--- config.mk ---
export PLATFORM = sky130hd
export DESIGN_NAME = spr_rom_fetch
export DESIGN_NICKNAME = d
export VERILOG_FILES = /design/src/rtl/spr_rom_fetch.sv
export SDC_FILE = /design/constraint.sdc
export NUM_CORES = 1
export LEC_CHECK = 0
export BUFFER_PORTS_ARGS = -buffer_cell sky130_fd_sc_hd__buf_2
export CAP_MARGIN = 20
export CELL_PAD_IN_SITES_DETAIL_PLACEMENT = 1
export CELL_PAD_IN_SITES_GLOBAL_PLACEMENT = 2
export CORE_ASPECT_RATIO = 0.5
export CORE_UTILIZATION = 43
export CTS_CLUSTER_DIAMETER = 40
export CTS_CLUSTER_SIZE = 28
export DETAILED_ROUTE_END_ITERATION = 10
export HOLD_SLACK_MARGIN = 0.08
export PLACE_DENSITY_LB_ADDON = 0.3
export SLEW_MARGIN = 20
export SYNTH_ARGS = -nofsm -noshare
export SYNTH_HDL_FRONTEND = slang
export SYNTH_SLANG_ARGS = --single-unit
--- constraint.sdc ---
create_clock -name clk -period 6.5 [get_ports clk]
set_input_delay 1.625 -clock clk [delete_from_list [all_inputs] [get_ports clk]]
set_output_delay 1.625 -clock clk [all_outputs]
set_load 0.1 [all_outputs]
--- src/rtl/spr_rom_fetch.sv ---
// ---------------------------------------------------------------------------
// spr_rom_fetch
//
// Sprite graphics ROM fetch unit. Sits between the sprite address generator
// and the SDRAM sprite port. For every accepted fetch it:
//   1. reads a 4-bit decode PROM entry selected by {bank, ca[17:11]},
//   2. permutes the low character-address lines according to the PROM mode,
//   3. looks the resulting 19-bit word address up in a small fully
//      associative line cache, going to SDRAM through a req/ack handshake
//      on a miss,
//   4. converts the chunky pixel word to planar form for the serialiser.
// It also hosts the PROM loader that unpacks 16-bit download words into two
// 4-bit PROM entries.
//
// Ports:
//   clk, reset       system clock, synchronous active-high reset
//   ioctl_download   download in progress: blocks fetches, clears the cache
//   dl_we            one-cycle pulse, download word valid
//   dl_addr          download word index (one word = two PROM entries)
//   dl_data          download word, nibbles [3:0] and [11:8] are used
//   fetch_valid      fetch request from the address generator
//   fetch_ready      unit can accept a request this cycle
//   ca, bank         sprite character address and ROM bank, latched on accept
//   sdram_req        SDRAM read request (level, held until ack)
//   sdram_addr       SDRAM word address
//   sdram_ack        one-cycle pulse, sdram_dout valid
//   sdram_dout       SDRAM read data (chunky, BPP bits per pixel)
//   pix_valid        one-cycle pulse, pix_planar holds new data
//   pix_planar       planar pixel data, held until the next pix_valid
// ---------------------------------------------------------------------------
module spr_rom_fetch #(
    parameter int DATA_W    = 32,
    parameter int BPP       = 4,
    parameter int PIX       = 8,
    parameter int PROM_AW   = 8,
    parameter int CACHE_N   = 2,
    parameter int DECODE_EN = 1
) (
    input  logic                 clk,
    input  logic                 reset,
    input  logic                 ioctl_download,
    input  logic                 dl_we,
    input  logic [PROM_AW-2:0]   dl_addr,
    input  logic [15:0]          dl_data,
    input  logic                 fetch_valid,
    output logic                 fetch_ready,
    input  logic [17:0]          ca,
    input  logic                 bank,
    output logic                 sdram_req,
    output logic [18:0]          sdram_addr,
    input  logic                 sdram_ack,
    input  logic [DATA_W-1:0]    sdram_dout,
    output logic                 pix_valid,
    output logic [DATA_W-1:0]    pix_planar
);

    localparam int PTR_W     = (CACHE_N > 1) ? $clog2(CACHE_N) : 1;
    localparam int PROM_SIZE = 2 ** PROM_AW;

    typedef enum logic [2:0] {
        S_IDLE,
        S_LOOKUP,
        S_CHECK,
        S_REQ,
        S_OUT
    } state_t;

    typedef enum logic [1:0] {
        L_IDLE,
        L_LO,
        L_HI
    } ld_state_t;

    state_t                state;
    state_t                state_next;
    ld_state_t             ld_state;
    ld_state_t             ld_next;

    logic [17:0]           ca_q;
    logic                  bank_q;
    logic                  accept;

    logic [3:0]            prom [PROM_SIZE];
    logic [3:0]            prom_q;
    logic [PROM_AW-1:0]    prom_idx;
    logic                  prom_we;
    logic [PROM_AW-1:0]    prom_waddr;
    logic [3:0]            prom_wdata;
    logic [PROM_AW-2:0]    ld_addr_q;
    logic [7:0]            ld_data_q;

    logic [2:0]            mode;
    logic [8:0]            dec;
    logic [18:0]           addr19;

    logic [18:0]           tag   [CACHE_N];
    logic [DATA_W-1:0]     cdata [CACHE_N];
    logic [CACHE_N-1:0]    cvalid;
    logic [PTR_W-1:0]      victim;
    logic                  hit;
    logic [DATA_W-1:0]     hit_data;
    logic                  fill_en;

    logic                  unused_bits;

    // Address-line permutation selected by the decode PROM mode. Each row
    // lists the ca bits that land on dec[8] down to dec[0].
    function automatic logic [8:0] permute(input logic [2:0] m, input logic [17:0] a);
        logic [8:0] r;
        case (m)
            3'd0:       r = {a[9], a[8], a[7], a[6], a[5], a[4], a[2], a[1], a[0]};
            3'd1:       r = {a[9], a[8], a[7], a[5], a[6], a[4], a[2], a[1], a[0]};
            3'd2, 3'd3: r = {a[9], a[8], a[7], a[6], a[4], a[2], a[1], a[0], a[5]};
            3'd4:       r = {a[9], a[7], a[8], a[6], a[4], a[2], a[1], a[0], a[5]};
            3'd5, 3'd6: r = {a[9], a[8], a[6], a[4], a[2], a[1], a[0], a[7], a[5]};
            default:    r = {a[8], a[6], a[4], a[2], a[1], a[0], a[9], a[7], a[5]};
        endcase
        return r;
    endfunction

    // Chunky to planar: pixel i occupies bits [i*BPP +: BPP] of the ROM word,
    // plane p collects bit p of every pixel into [p*PIX +: PIX].
    function automatic logic [DATA_W-1:0] to_planar(input logic [DATA_W-1:0] d);
        logic [DATA_W-1:0] r;
        r = '0;
        for (int p = 0; p < BPP; p++) begin
            for (int i = 0; i < PIX; i++) begin
                r[p*PIX + i] = d[i*BPP + p];
            end
        end
        return r;
    endfunction

    // ------------------------------------------------------------------
    // PROM loader: one download word becomes two PROM writes on the two
    // cycles after dl_we. Further dl_we pulses are ignored until it is idle
    // again, and dropping ioctl_download abandons a half-written word.
    // ------------------------------------------------------------------
    always_comb begin
        ld_next    = ld_state;
        prom_we    = 1'b0;
        prom_waddr = {ld_addr_q, 1'b0};
        prom_wdata = ld_data_q[3:0];
        case (ld_state)
            L_IDLE: begin
                if (ioctl_download && dl_we) begin
                    ld_next = L_LO;
                end
            end
            L_LO: begin
                prom_we = 1'b1;
                ld_next = L_HI;
            end
            L_HI: begin
                prom_we    = 1'b1;
                prom_waddr = {ld_addr_q, 1'b1};
                prom_wdata = ld_data_q[7:4];
                ld_next    = L_IDLE;
            end
            default: begin
                ld_next = L_IDLE;
            end
        endcase
        if (!ioctl_download) begin
            ld_next = L_IDLE;
            prom_we = 1'b0;
        end
    end

    always_ff @(posedge clk) begin
        if (reset) begin
            ld_state  <= L_IDLE;
            ld_addr_q <= '0;
            ld_data_q <= '0;
        end else begin
            ld_state <= ld_next;
            if (ld_state == L_IDLE && ioctl_download && dl_we) begin
                ld_addr_q <= dl_addr;
                ld_data_q <= {dl_data[11:8], dl_data[3:0]};
            end
        end
    end

    // PROM storage is not reset; the read is registered during LOOKUP so the
    // mode is stable for the whole CHECK cycle.
    assign prom_idx = PROM_AW'({bank_q, ca_q[17:11]});

    always_ff @(posedge clk) begin
        if (prom_we) begin
            prom[prom_waddr] <= prom_wdata;
        end
        if (state == S_LOOKUP) begin
            prom_q <= prom[prom_idx];
        end
    end

    // ------------------------------------------------------------------
    // Address decode and cache tag compare, used in CHECK.
    // ------------------------------------------------------------------
    assign mode   = (DECODE_EN != 0) ? prom_q[2:0] : 3'd0;
    assign dec    = permute(mode, ca_q);
    assign addr19 = {bank_q, ca_q[17:10], dec, ca_q[3]};

    always_comb begin
        hit      = 1'b0;
        hit_data = '0;
        for (int i = 0; i < CACHE_N; i++) begin
            if (cvalid[i] && tag[i] == addr19) begin
                hit      = 1'b1;
                hit_data = cdata[i];
            end
        end
    end

    // ------------------------------------------------------------------
    // Fetch FSM.
    // ------------------------------------------------------------------
    assign accept = (state == S_IDLE) && fetch_valid && !ioctl_download;

    always_ff @(posedge clk) begin
        if (reset) begin
            state <= S_IDLE;
        end else begin
            state <= state_next;
        end
    end

    always_comb begin
        state_next  = state;
        fetch_ready = 1'b0;
        sdram_req   = 1'b0;
        pix_valid   = 1'b0;
        case (state)
            S_IDLE: begin
                fetch_ready = !ioctl_download;
                if (accept) begin
                    state_next = S_LOOKUP;
                end
            end
            S_LOOKUP: begin
                state_next = S_CHECK;
            end
            S_CHECK: begin
                state_next = hit ? S_OUT : S_REQ;
            end
            S_REQ: begin
                sdram_req = 1'b1;
                if (sdram_ack) begin
                    state_next = S_OUT;
                end
            end
            S_OUT: begin
                pix_valid  = 1'b1;
                state_next = S_IDLE;
            end
            default: begin
                state_next = S_IDLE;
            end
        endcase
    end

    // A fill that completes while a download is running would carry data
    // from the old ROM image, so it is dropped rather than cached.
    assign fill_en = (state == S_REQ) && sdram_ack && !ioctl_download;

    // Datapath registers: request latch, SDRAM address, output data and the
    // cache bookkeeping. The download clear comes last so it always wins.
    always_ff @(posedge clk) begin
        if (reset) begin
            ca_q       <= '0;
            bank_q     <= 1'b0;
            sdram_addr <= '0;
            pix_planar <= '0;
            cvalid     <= '0;
            victim     <= '0;
        end else begin
            if (accept) begin
                ca_q   <= ca;
                bank_q <= bank;
            end
            if (state == S_CHECK) begin
                sdram_addr <= addr19;
                if (hit) begin
                    pix_planar <= to_planar(hit_data);
                end
            end
            if (state == S_REQ && sdram_ack) begin
                pix_planar <= to_planar(sdram_dout);
            end
            if (fill_en) begin
                cvalid[victim] <= 1'b1;
                if (victim == PTR_W'(CACHE_N - 1)) begin
                    victim <= '0;
                end else begin
                    victim <= victim + 1'b1;
                end
            end
            if (ioctl_download) begin
                cvalid <= '0;
            end
        end
    end

    // Cache tag and data storage; validity is tracked separately above so
    // these arrays need no reset.
    always_ff @(posedge clk) begin
        if (fill_en) begin
            tag[victim]   <= sdram_addr;
            cdata[victim] <= sdram_dout;
        end
    end

    // PROM bit 3 is spare and only two nibbles of each download word carry data.
    assign unused_bits = ^{prom_q, dl_data[15:12], dl_data[7:4]};

endmodule

==> metrics.yaml, run 1 <==
outcome: "complete, no violations"
viasPerCell: 5.64
max_freq_mhz: 220
critical_path.max_stage_delay_ps: 560
coreArea_sq_mm: 0.0886
cts_sinks: 964
regToRegSetupSlack_ps: 2410
r2r_end: "pix_planar[13]$_SDFFE_PP0P_"
slew_headroom_pct: 35.3
fin_ws_ps: 1960
synth_fp_nets: 2284
timing.rr.start: "ca_q[11]$_SDFFE_PP0P_"
min_delay_path_depth: 2
crit_top_cell: "buf_2"
critPathRequiredTime_ps: 4880
htree_num_levels: 3
startpoint_type: "input port"
grt_pass1_wl_microns: 141000
crit_family: "buffers and inverters"
fin_crit_sh_pct: 69.8
grt_usage_pct: 20.8
worstRegToRegCells: 10
portBuffers: 123
crit_fanout: 10
worstMarginPinSlew_ps: 970
ant_nets: 0
numCtsBuffers: 92
grt_pass1_vias: 21600
post_cts_buffers: 0
drc: 0
hold_class: "flop to flop"
setup_viol: 0
mostFrequentLayoutCell: "edfxtp_1"
synth_top_area_share_pct: 67.8
critPathKind: "input port to output port"
grt_max_degree: 213
hp-start: "ld_data_q[4]$_SDFFE_PP0P_"
yosys.area.top_type: "edfxtp_1"
irDropWorstVdd_mv: 0.209
finish.utilization_pct: 49.7
crit_buf_inv: 2
fin_crit_ps: 4540
rsz0062_at_grt: "false"
report.final.hold_viol_count: 0
clockBufferDepth: 3
dp_hpwl_microns: 55900
wl_per_cell_microns: 25.9
syn_area_sq_mm: 0.0387
synthToLayoutAreaGrowth_pct: 14.0
die_h_microns: 214
root_buffer: "clkbuf_16"
wl_microns: 92800
syn_area_per_cell_sq_um: 17.6
drv_cap: 0
cts_tree: "yes"
critPathSlowestCell: "nor4_1"
layout-drive-gt1-share_pct: 25.6
synth-edff-count: 873
final_nets: 2398
yosysWarnings: 0
async_flop_share_pct: 0
vias: 20200
p_per_area_mw_per_mm2: 304
num_rows: 77
critPathArrivalTime_ps: 2910
worstSkewPairLatency_ps: 700
endpoint_kind: "output port"
clk_pin_slew_worst_paths_ps: 60
grt.overflow.total: 0
most-common-layout-cells: "873 x edfxtp_1, 299 x nor2_1, 240 x mux4_2"
clock_skew_ps: 29.2
postCtsHoldBufs: 0
ys_types: 62
drtIter0Drc: 1385
drv_slew: 0
antenna_found_initial: 2
path_cells: "buf_2 -> nor4_1 -> buf_2"
place_congestion: 0.785
ys_seq_elements: 964
p_leak_nw: 13.3
hold_end: "ld_data_q[4]$_SDFFE_PP0P_"
pin_count: 134
synthCells: 2200
start_util_pct: 43.6
power_w: 0.0134
synth.yosys.seq_area_share_pct: 72.5
antenna_cells: 0
synthFlopType: "edfxtp_1"
dieArea_sq_mm: 0.0912
place_ws_ps: 1900
hold_slack_ps: 472
synth.area.top_cells: "edfxtp_1 68%, mux4_2 14%, dfxtp_1 4.7%"
die_w_microns: 426
dr.pass1.iters: 5
cts_resized: 0
tns_ps: 0
-- layer usage --
layer,wire (microns),up-vias,global-route usage [%]
li1,-,8880,-
met1,41900,10700,29.5
met2,44400,502,33.5
met3,4430,118,3.96
met4,2020,2,5.16
met5,11,-,0
-- tightest hold or removal path, stage by stage, from the launching register on --
cell	delay, ps
dfxtp_1	320
nand2_1	50
a21oi_1	50
-- state kept, by name, indices dropped and copies added (netlist names) --
register,cells
ld_data_q,6
state,3
ld_state,2
bank_q,1
tag,38
sdram_addr,19
victim,1
cvalid,2
prom_q,3
cdata,64
prom,768
ca_q,18
pix_planar,32
ld_addr_q,7
-- how the worst max path moves through the flow --
stage / startpoint / to / slack (ps) / depth (start not counted)
final: ioctl_download / fetch_ready / 1960 / 3
after floorplan: ioctl_download / fetch_ready / 130 / 2
after CTS: ioctl_download / fetch_ready / 1890 / 3
after global routing: ioctl_download / fetch_ready / 1900 / 3
after global placement: ioctl_download / fetch_ready / 1890 / 3
after detailed placement: ioctl_download / fetch_ready / 1900 / 3
-- kinds of logic (layout without fill, tap and decap cells) --
kind of cell / count (synthesis) / count (layout) / synth area share [%]
DFF: 964 / 964 / 72.5
and+or+nand+nor: 568 / 568 / 6.46
muxes: 313 / 313 / 15.9
AOI/OAI and AO/OA: 167 / 167 / 2.63
buffers and inverters: 151 / 345 / 1.59
xor gates and xnor gates: 33 / 33 / 0.748
adders and majority gates: 4 / 4 / 0.129
-- cell usage after synthesis, types with 2 or more instances --
library cell / number
edfxtp_1: 873
nor2_1: 299
mux4_2: 240
nand2_1: 132
clkbuf_1: 104
dfxtp_1: 91
mux2i_1: 67
a21oi_1: 51
o21ai_0: 39
and3_1: 35
buf_2: 25
a22oi_1: 22
nand3_1: 19
xnor2_1: 17
o22ai_1: 16
xor2_1: 16
nor2b_1: 13
or2_2: 13
nor3_1: 11
o21ai_1: 10
buf_1: 9
nand2b_1: 9
nand4_1: 8
inv_1: 7
a22o_1: 6
mux2_2: 5
nor3b_1: 5
nor4_1: 5
and2_1: 4
ha_1: 4
a211oi_1: 3
buf_4: 3
clkbuf_2: 3
a21boi_0: 2
nand3b_1: 2
o2111ai_1: 2
o211ai_1: 2
o31a_1: 2
o31ai_1: 2
or4_1: 2
-- power by group --
part	switching, W	internal [W]	leakage [nW]
sequential	0.0000498	0.00676	7.96
combinational	0.000402	0.000227	3.63
clock	0.00274	0.00324	1.68
-- final cells by class --
cell class	instances	area [sq um]
Timing Repair Buffer	164	988
Fill cell	8194	44600
Multi-Input combinational cell	1085	10100
Clock buffer	99	2430
Inverter	7	26.3
Sequential cell	964	28000
Tap cell	1185	1480
Clock inverter	75	1010
-- metrics by stage --
step	cells	cell area [sq um]
global route	3579	44100
detailed placement	3405	40600
finish	3579	44100
global placement	3405	40600
floorplan	2200	38700
CTS	3579	44100
Power figures use the tool's default switching activity.
==> run 2: changes to the inputs <==
--- a/config.mk
+++ b/config.mk
@@ -10,7 +10,7 @@
 export CELL_PAD_IN_SITES_DETAIL_PLACEMENT = 1
 export CELL_PAD_IN_SITES_GLOBAL_PLACEMENT = 2
 export CORE_ASPECT_RATIO = 0.5
-export CORE_UTILIZATION = 43
+export CORE_UTILIZATION = 47
 export CTS_CLUSTER_DIAMETER = 40
 export CTS_CLUSTER_SIZE = 28
 export DETAILED_ROUTE_END_ITERATION = 10
==> constraint.sdc (replaced) <==
create_clock -name clk -period 4.75 [get_ports clk]
set_input_delay 1.1875 -clock clk [delete_from_list [all_inputs] [get_ports clk]]
set_output_delay 1.1875 -clock clk [all_outputs]
set_load 0.1 [all_outputs]
==> metrics.yaml, run 2 (same netlist as run 1, synthesis figures left out) <==
outcome: "complete, no violations"
tns_ps: 0  # unchanged
rsz0062_at_grt: "false"
crit_fanout: 21  # +11
slew_headroom_pct: 21.9  # -13 points
dpl_cell_area_sq_mm: 0.0407  # +0.11%
max_freq_mhz: 274
die_h_microns: 205  # -4.3%
layout-drive-gt1-share_pct: 25.3  # -0.31 points
wl_per_cell_microns: 26.5  # +2.2%
synthToLayoutAreaGrowth_pct: 12.5
cts_sinks: 964  # unchanged
power_w: 0.0171  # +28%
cts_tree: "yes"
coreArea_sq_mm: 0.0804  # -9.3%
drv_cap: 0  # unchanged
regArea_sq_mm: 0.0280  # unchanged
grt_max_degree: 164  # -23%
worstMarginPinSlew_ps: 1170  # +201 ps
fin_crit_sh_pct: 76.8
postCtsHoldBufs: 0  # unchanged
final_nets: 2402  # +0.17%
critPathRequiredTime_ps: 5080  # +200 ps
r2r_end: "prom_q[1]$_DFFE_PN_"
fillCellCount: 7249  # -12%
reg_top3: "prom: 768 flops, cdata: 64 flops, tag: 38 flops"
min_delay_path_depth: 2  # unchanged
die_w_microns: 408  # -4.3%
clockBufferDepth: 3  # unchanged
drv_slew: 0  # unchanged
p_leak_nw: 13.0  # -1.8%
drtIter0Drc: 1703  # +23%
report.final.hold_viol_count: 0  # unchanged
p_per_area_mw_per_mm2: 394  # +29%
most-common-layout-cells: "873 x edfxtp_1, 299 x nor2_1, 240 x mux4_2"
worstSkewPairLatency_ps: 700  # about the same
hold_slack_ps: 480  # +7.87 ps
critPathKind: "flop to flop"
grt_pass1_vias: 21200  # -1.9%
mostFrequentLayoutCell: "edfxtp_1"
critPathArrivalTime_ps: 3980  # +1070 ps
largest_reg_flops: 768  # unchanged
hp-start: "ld_data_q[4]$_SDFFE_PP0P_"
place_congestion: 0.787  # +0.31%
endpoint_kind: "flop"
dr.pass1.iters: 5  # unchanged
multiInputGateArea_sq_mm: 0.0101  # +0.12%
drc: 0  # unchanged
numCtsBuffers: 82  # -11%
clock_skew_ps: 41.7  # +12.5 ps
hold_end: "ld_data_q[4]$_SDFFE_PP0P_"
post_cts_buffers: 0  # unchanged
start_util_pct: 48.1  # +4.5 points
irDropWorstVdd_mv: 0.322  # +54%
fin_crit_ps: 3650
dieArea_sq_mm: 0.0835  # -8.5%
regToRegSetupSlack_ps: 1100  # -1310 ps
setup_viol: 0  # unchanged
cts_resized: 0  # unchanged
clk_pin_slew_worst_paths_ps: 70  # about the same
ant_nets: 0  # unchanged
grt_pass1_wl_microns: 138000  # -2.4%
timing.rr.start: "ca_q[11]$_SDFFE_PP0P_"
num_rows: 73  # -5.2%
regMostFlops: "prom"
hold_class: "flop to flop"
worstRegToRegCells: 7  # -3
root_buffer: "clkbuf_16"
viasPerCell: 5.83  # +3.4%
grt_usage_pct: 22.4  # +1.5 points
htree_num_levels: 3  # unchanged
antenna_found_initial: 1  # -1
wl_microns: 92100  # -0.73%
startpoint_type: "flop"
antenna_cells: 0  # unchanged
vias: 20300  # +0.42%
pin_count: 134  # unchanged
design_area_sq_mm: 0.0435  # -1.3%
dp_hpwl_microns: 56500  # +1.1%
grt.overflow.total: 0  # unchanged
portBuffers: 123  # unchanged
==> run 2: changes by cell type in the layout (fill, tap and decap cells not counted), sizes merged <==
cell,delta
clkbuf,-11
clkinvlp,+4
buf,+14
clkinv,+10
bufinv,-7
inv,-16
==> run 2: how the worst max path moves through the flow <==
stage,startpoint,to,slack [ps],cells after the start
final,ca_q[11]$_SDFFE_PP0P_,prom_q[1]$_DFFE_PN_,1100,7
after global routing,ca_q[12]$_SDFFE_PP0P_,pix_planar[10]$_SDFFE_PP0P_,920,8
after CTS,ca_q[11]$_SDFFE_PP0P_,prom_q[1]$_DFFE_PN_,1070,7
after detailed placement,ca_q[11]$_SDFFE_PP0P_,prom_q[1]$_DFFE_PN_,1120,7
after global placement,ca_q[11]$_SDFFE_PP0P_,prom_q[1]$_DFFE_PN_,1160,7
after floorplan,state[1]$_SDFFE_PP0P_,cdata[0][0]$_DFFE_PP_,2,5
==> run 2: stage by stage <==
step | util [%] | setup slack, ps | cells
after CTS | 54.1 | 1070 | 3475
after detailed placement | 50.6 | 1120 | 3321
after global routing | 54.1 | 919 | 3475
after floorplan | - | 1.56 | 2200
after global placement | 50.6 | 1160 | 3321
final | 54.1 | 1100 | 3475
==> run 2: area by class of cell <==
cell class | count | area share (%)
inverter | 7 | 0.0604
timing repair buffer | 178 | 2.63
multi-input combinational | 1085 | 23.2
sequential | 964 | 64.5
tap | 1087 | 3.13
clock buffer | 88 | 4.79
clock inverter | 66 | 1.69
==> run 2: critical path: stages, from the launching register on <==
cell and delay [ps]:
dfxtp_4 620, buf_4 470, mux4_2 570, mux4_2 470
a22oi_1 400, nand2_1 170, a22oi_1 290, nand3_1 260
==> run 2: power by group <==
group / leakage, nW / internal (W) / switching [W] / total [W]
clock network: 1.36 / 0.00346 / 0.00349 / 0.00695
registers: 7.96 / 0.00925 / 0.0000679 / 0.00932
logic: 3.71 / 0.000323 / 0.000558 / 0.000880
==> run 2: metal layers <==
| layer | vias up | track usage, % | share of wire (%) |
|---|---|---|---|
| met4 | 0 | 5.87 | 1.9 |
| met5 | - | 0 | 0 |
| li1 | 8875 | - | - |
| met2 | 529 | 36.6 | 48 |
| met3 | 113 | 3.83 | 5.4 |
| met1 | 10800 | 31.3 | 44 |
==> run 3: changes to the inputs <==
--- a/config.mk
+++ b/config.mk
@@ -5,12 +5,13 @@
 export SDC_FILE = /design/constraint.sdc
 export NUM_CORES = 1
 export LEC_CHECK = 0
+export ABC_AREA = 1
 export BUFFER_PORTS_ARGS = -buffer_cell sky130_fd_sc_hd__buf_2
 export CAP_MARGIN = 20
 export CELL_PAD_IN_SITES_DETAIL_PLACEMENT = 1
 export CELL_PAD_IN_SITES_GLOBAL_PLACEMENT = 2
 export CORE_ASPECT_RATIO = 0.5
-export CORE_UTILIZATION = 47
+export CORE_UTILIZATION = 38
 export CTS_CLUSTER_DIAMETER = 40
 export CTS_CLUSTER_SIZE = 28
 export DETAILED_ROUTE_END_ITERATION = 10
==> constraint.sdc (replaced) <==
create_clock -name clk -period 3 [get_ports clk]
set_input_delay 0.75 -clock clk [delete_from_list [all_inputs] [get_ports clk]]
set_output_delay 0.75 -clock clk [all_outputs]
set_load 0.1 [all_outputs]
==> metrics.yaml, run 3 <==
path_cells: "inv_8 -> buf_4 -> o21ai_0 -> o22ai_1 -> nand2_1 -> nand3_1 -> nand3_1 -> o21ai_0 -> buf_4 -> a21oi_1 -> o21ai_0 -> nand3_1 -> nand2_1"
place_congestion: 0.801  # +1.8%
irDropWorstVdd_mv: 0.477  # +48%
fillCellCount: 11100  # +53%
pin_count: 134  # unchanged
stdcell_count: 5222  # +50%
die_w_microns: 460  # +13%
startpoint_type: "flop"
numCtsBuffers: 112  # +37%
start_util_pct: 38.6  # -9.5 points
tns_ps: 0  # unchanged
clockBufferDepth: 3  # unchanged
dr.pass1.iters: 5  # unchanged
yosysWarnings: 0  # unchanged
most-common-layout-cells: "873 x edfxtp_1, 780 x nor2_1, 490 x o21ai_0"
fin_crit_ps: 2940  # -706 ps
grt_max_degree: 117  # -29%
setup_viol: 0  # unchanged
regMostFlops: "prom"
synth.area.top_cells: "edfxtp_1 66%, nor2_1 7.4%, o21ai_0 6.2%"
p_leak_nw: 16.1  # +24%
crit_fanout: 30  # +43%
synth_top_area_share_pct: 65.8  # -2.0 points
layout-drive-gt1-share_pct: 12.5  # -13 points
synth_compound_area_share_pct: 10.9  # +8.2 points
yosysMostFrequentCell: "edfxtp_1"
r2r_end: "prom_q[1]$_DFFE_PN_"
max_freq_mhz: 340  # +24%
ys_seq_elements: 964  # unchanged
portBuffers: 123  # unchanged
cts_resized: 0  # unchanged
slew_headroom_pct: 46.4  # +24 points
endpoint_kind: "flop"
dp_cells: 5009  # +51%
synth.yosys.seq_area_share_pct: 70.3  # -2.2 points
critPathKind: "flop to flop"
die_h_microns: 231  # +13%
hp-start: "sdram_dout[11]"
finish.utilization_pct: 45.2  # -8.9 points
synth-edff-count: 873  # unchanged
wl_microns: 119000  # +30%
worstSkewPairLatency_ps: 730  # +30 ps
grt_pass1_wl_microns: 180000  # +30%
drv_cap: 0  # unchanged
synthToLayoutAreaGrowth_pct: 17.0
clk_pin_slew_worst_paths_ps: 70  # about the same
vias: 28200  # +39%
async_flop_share_pct: 0  # unchanged
regToRegSetupSlack_ps: 60  # -1040 ps
reg_top3: "prom: 768 flops, cdata: 64 flops, tag: 38 flops"
grt_usage_pct: 22.5  # +0.12 points
syn_area_sq_mm: 0.0399  # +3.1%
cts_sinks: 964  # unchanged
min_delay_path_depth: 1  # -1
grt.overflow.total: 0  # unchanged
yosys.area.top_type: "edfxtp_1"
crit_family: "compound AO/OA/AOI/OAI gates"
grt_pass1_vias: 29500  # +39%
synth-xor-area-share_pct: 0.132  # -0.62 points
post_cts_buffers: 0  # unchanged
clock_skew_ps: 36.2  # -5.48 ps
rsz0062_at_grt: "true"
critPathSlowestCell: "dfxtp_4"
largest_reg_flops: 768  # unchanged
synth_top_family_by_area: "simple AND/OR/NAND/NOR gates"
drtIter0Drc: 2071  # +22%
wl_per_cell_microns: 22.9  # -14%
coreArea_sq_mm: 0.103  # +28%
ant_nets: 0  # unchanged
dp_hpwl_microns: 71700  # +27%
p_per_area_mw_per_mm2: 794  # +100%
synthCells: 3612  # +64%
postCtsHoldBufs: 0  # unchanged
critPathRequiredTime_ps: 3410  # -1670 ps
viasPerCell: 5.40  # -7.4%
drc: 0  # unchanged
synth_fp_nets: 3696  # +62%
mostFrequentLayoutCell: "edfxtp_1"
cts_tree: "yes"
critical_path.max_stage_delay_ps: 490  # -130 ps
dieArea_sq_mm: 0.106  # +27%
hold_class: "input port to flop"
synth_common_cells: "873 x edfxtp_1, 784 x nor2_1, 494 x o21ai_0, 442 x nand2_1, 210 x clkbuf_1"
final_nets: 3805  # +58%
antenna_found_initial: 3  # +2
synthFlopType: "edfxtp_1"
outcome: "complete, no violations"
htree_num_levels: 3  # unchanged
num_rows: 83  # +14%
syn_area_per_cell_sq_um: 11.0  # -37%
worstMarginPinSlew_ps: 803  # -369 ps
yosys.area_share.adder_pct: 0.126  # -0.0039 points
synth-simple-area-share_pct: 15.1  # +8.6 points
crit_buf_inv: 3  # +2
ys_types: 30  # -52%
muxShareOfSynthArea_pct: 0  # -16 points
report.final.hold_viol_count: 0  # unchanged
drv_slew: 0  # unchanged
fin_crit_sh_pct: 98.0  # +21 points
root_buffer: "clkbuf_16"
timing.rr.start: "ca_q[11]$_SDFFE_PP0P_"
critPathArrivalTime_ps: 3350  # -630 ps
hold_end: "cdata[0][11]$_DFFE_PP_"
worstRegToRegCells: 13  # +6
==> run 3: metal layers <==
metal,track usage [%],vias up,wire [microns]
met5,0,-,10
met4,6.43,2,3170
met3,4.70,179,6990
met2,37.7,678,56600
met1,29.4,14300,52600
li1,-,13100,-
==> run 3: worst max-delay path by stage <==
stage | startpoint | end | slack (ps) | cells after the start
floorplan | ld_state[0]$_SDFFE_PP0P_ | prom[0][0]$_DFFE_PP_ | -620 | 4
global placement | ca_q[11]$_SDFFE_PP0P_ | pix_planar[25]$_SDFFE_PP0P_ | 240 | 18
detailed placement | ca_q[11]$_SDFFE_PP0P_ | prom_q[1]$_DFFE_PN_ | 210 | 13
CTS | state[2]$_SDFFE_PP0P_ | fetch_ready | 40 | 4
global route | ca_q[11]$_SDFFE_PP0P_ | pix_planar[5]$_SDFFE_PP0P_ | -60 | 18
finish | ca_q[11]$_SDFFE_PP0P_ | prom_q[1]$_DFFE_PN_ | 60 | 13
==> run 3: final cells by class <==
type                    instances  area (sq um)  area share, %
clock inverters                85          1160           2.48
flip-flops and latches        964         28100           60.1
repair buffers                248          1870           4.01
clock buffers                 125          2880           6.18
multi-input cells            2295         10500           22.6
inverters                     100           388          0.831
diodes                          3          7.51         0.0161
well taps                    1402          1750           3.76
==> run 3: per-stage QoR <==
stage | setup WS, ps | power, W | hold slack, ps | area [sq um]
6_report | 58.5 | 0.0370 | 238 | 46600
5_1_grt | -63.4 | 0.0384 | 195 | 46600
4_1_cts | 39.4 | 0.0373 | 196 | 46600
3_5_place_dp | 208 | 0.0225 | 449 | 42600
3_3_place_gp | 239 | 0.0224 | 441 | 42600
2_1_floorplan | -617 | 0.0200 | 424 | 40000
==> run 3: logic make-up (layout without fill, tap and decap cells) <==
| kind of cell | Yosys count | after routing |
|---|---|---|
| AND/OR/NAND/NOR | 1472 | 1472 |
| flip-flops | 964 | 964 |
| AO/OA/AOI/OAI | 813 | 813 |
| buffers and inverters | 353 | 558 |
| XOR/XNOR | 6 | 6 |
| adder cells (fa/ha/maj) | 4 | 4 |
| other | 0 | 3 |
==> run 3: report_power, final <==
part           internal [W]  switching [W]  total, W
sequential           0.0150       0.000251    0.0153
clock               0.00873        0.00608    0.0148
combinational       0.00178        0.00515   0.00693
total                0.0256         0.0115    0.0370
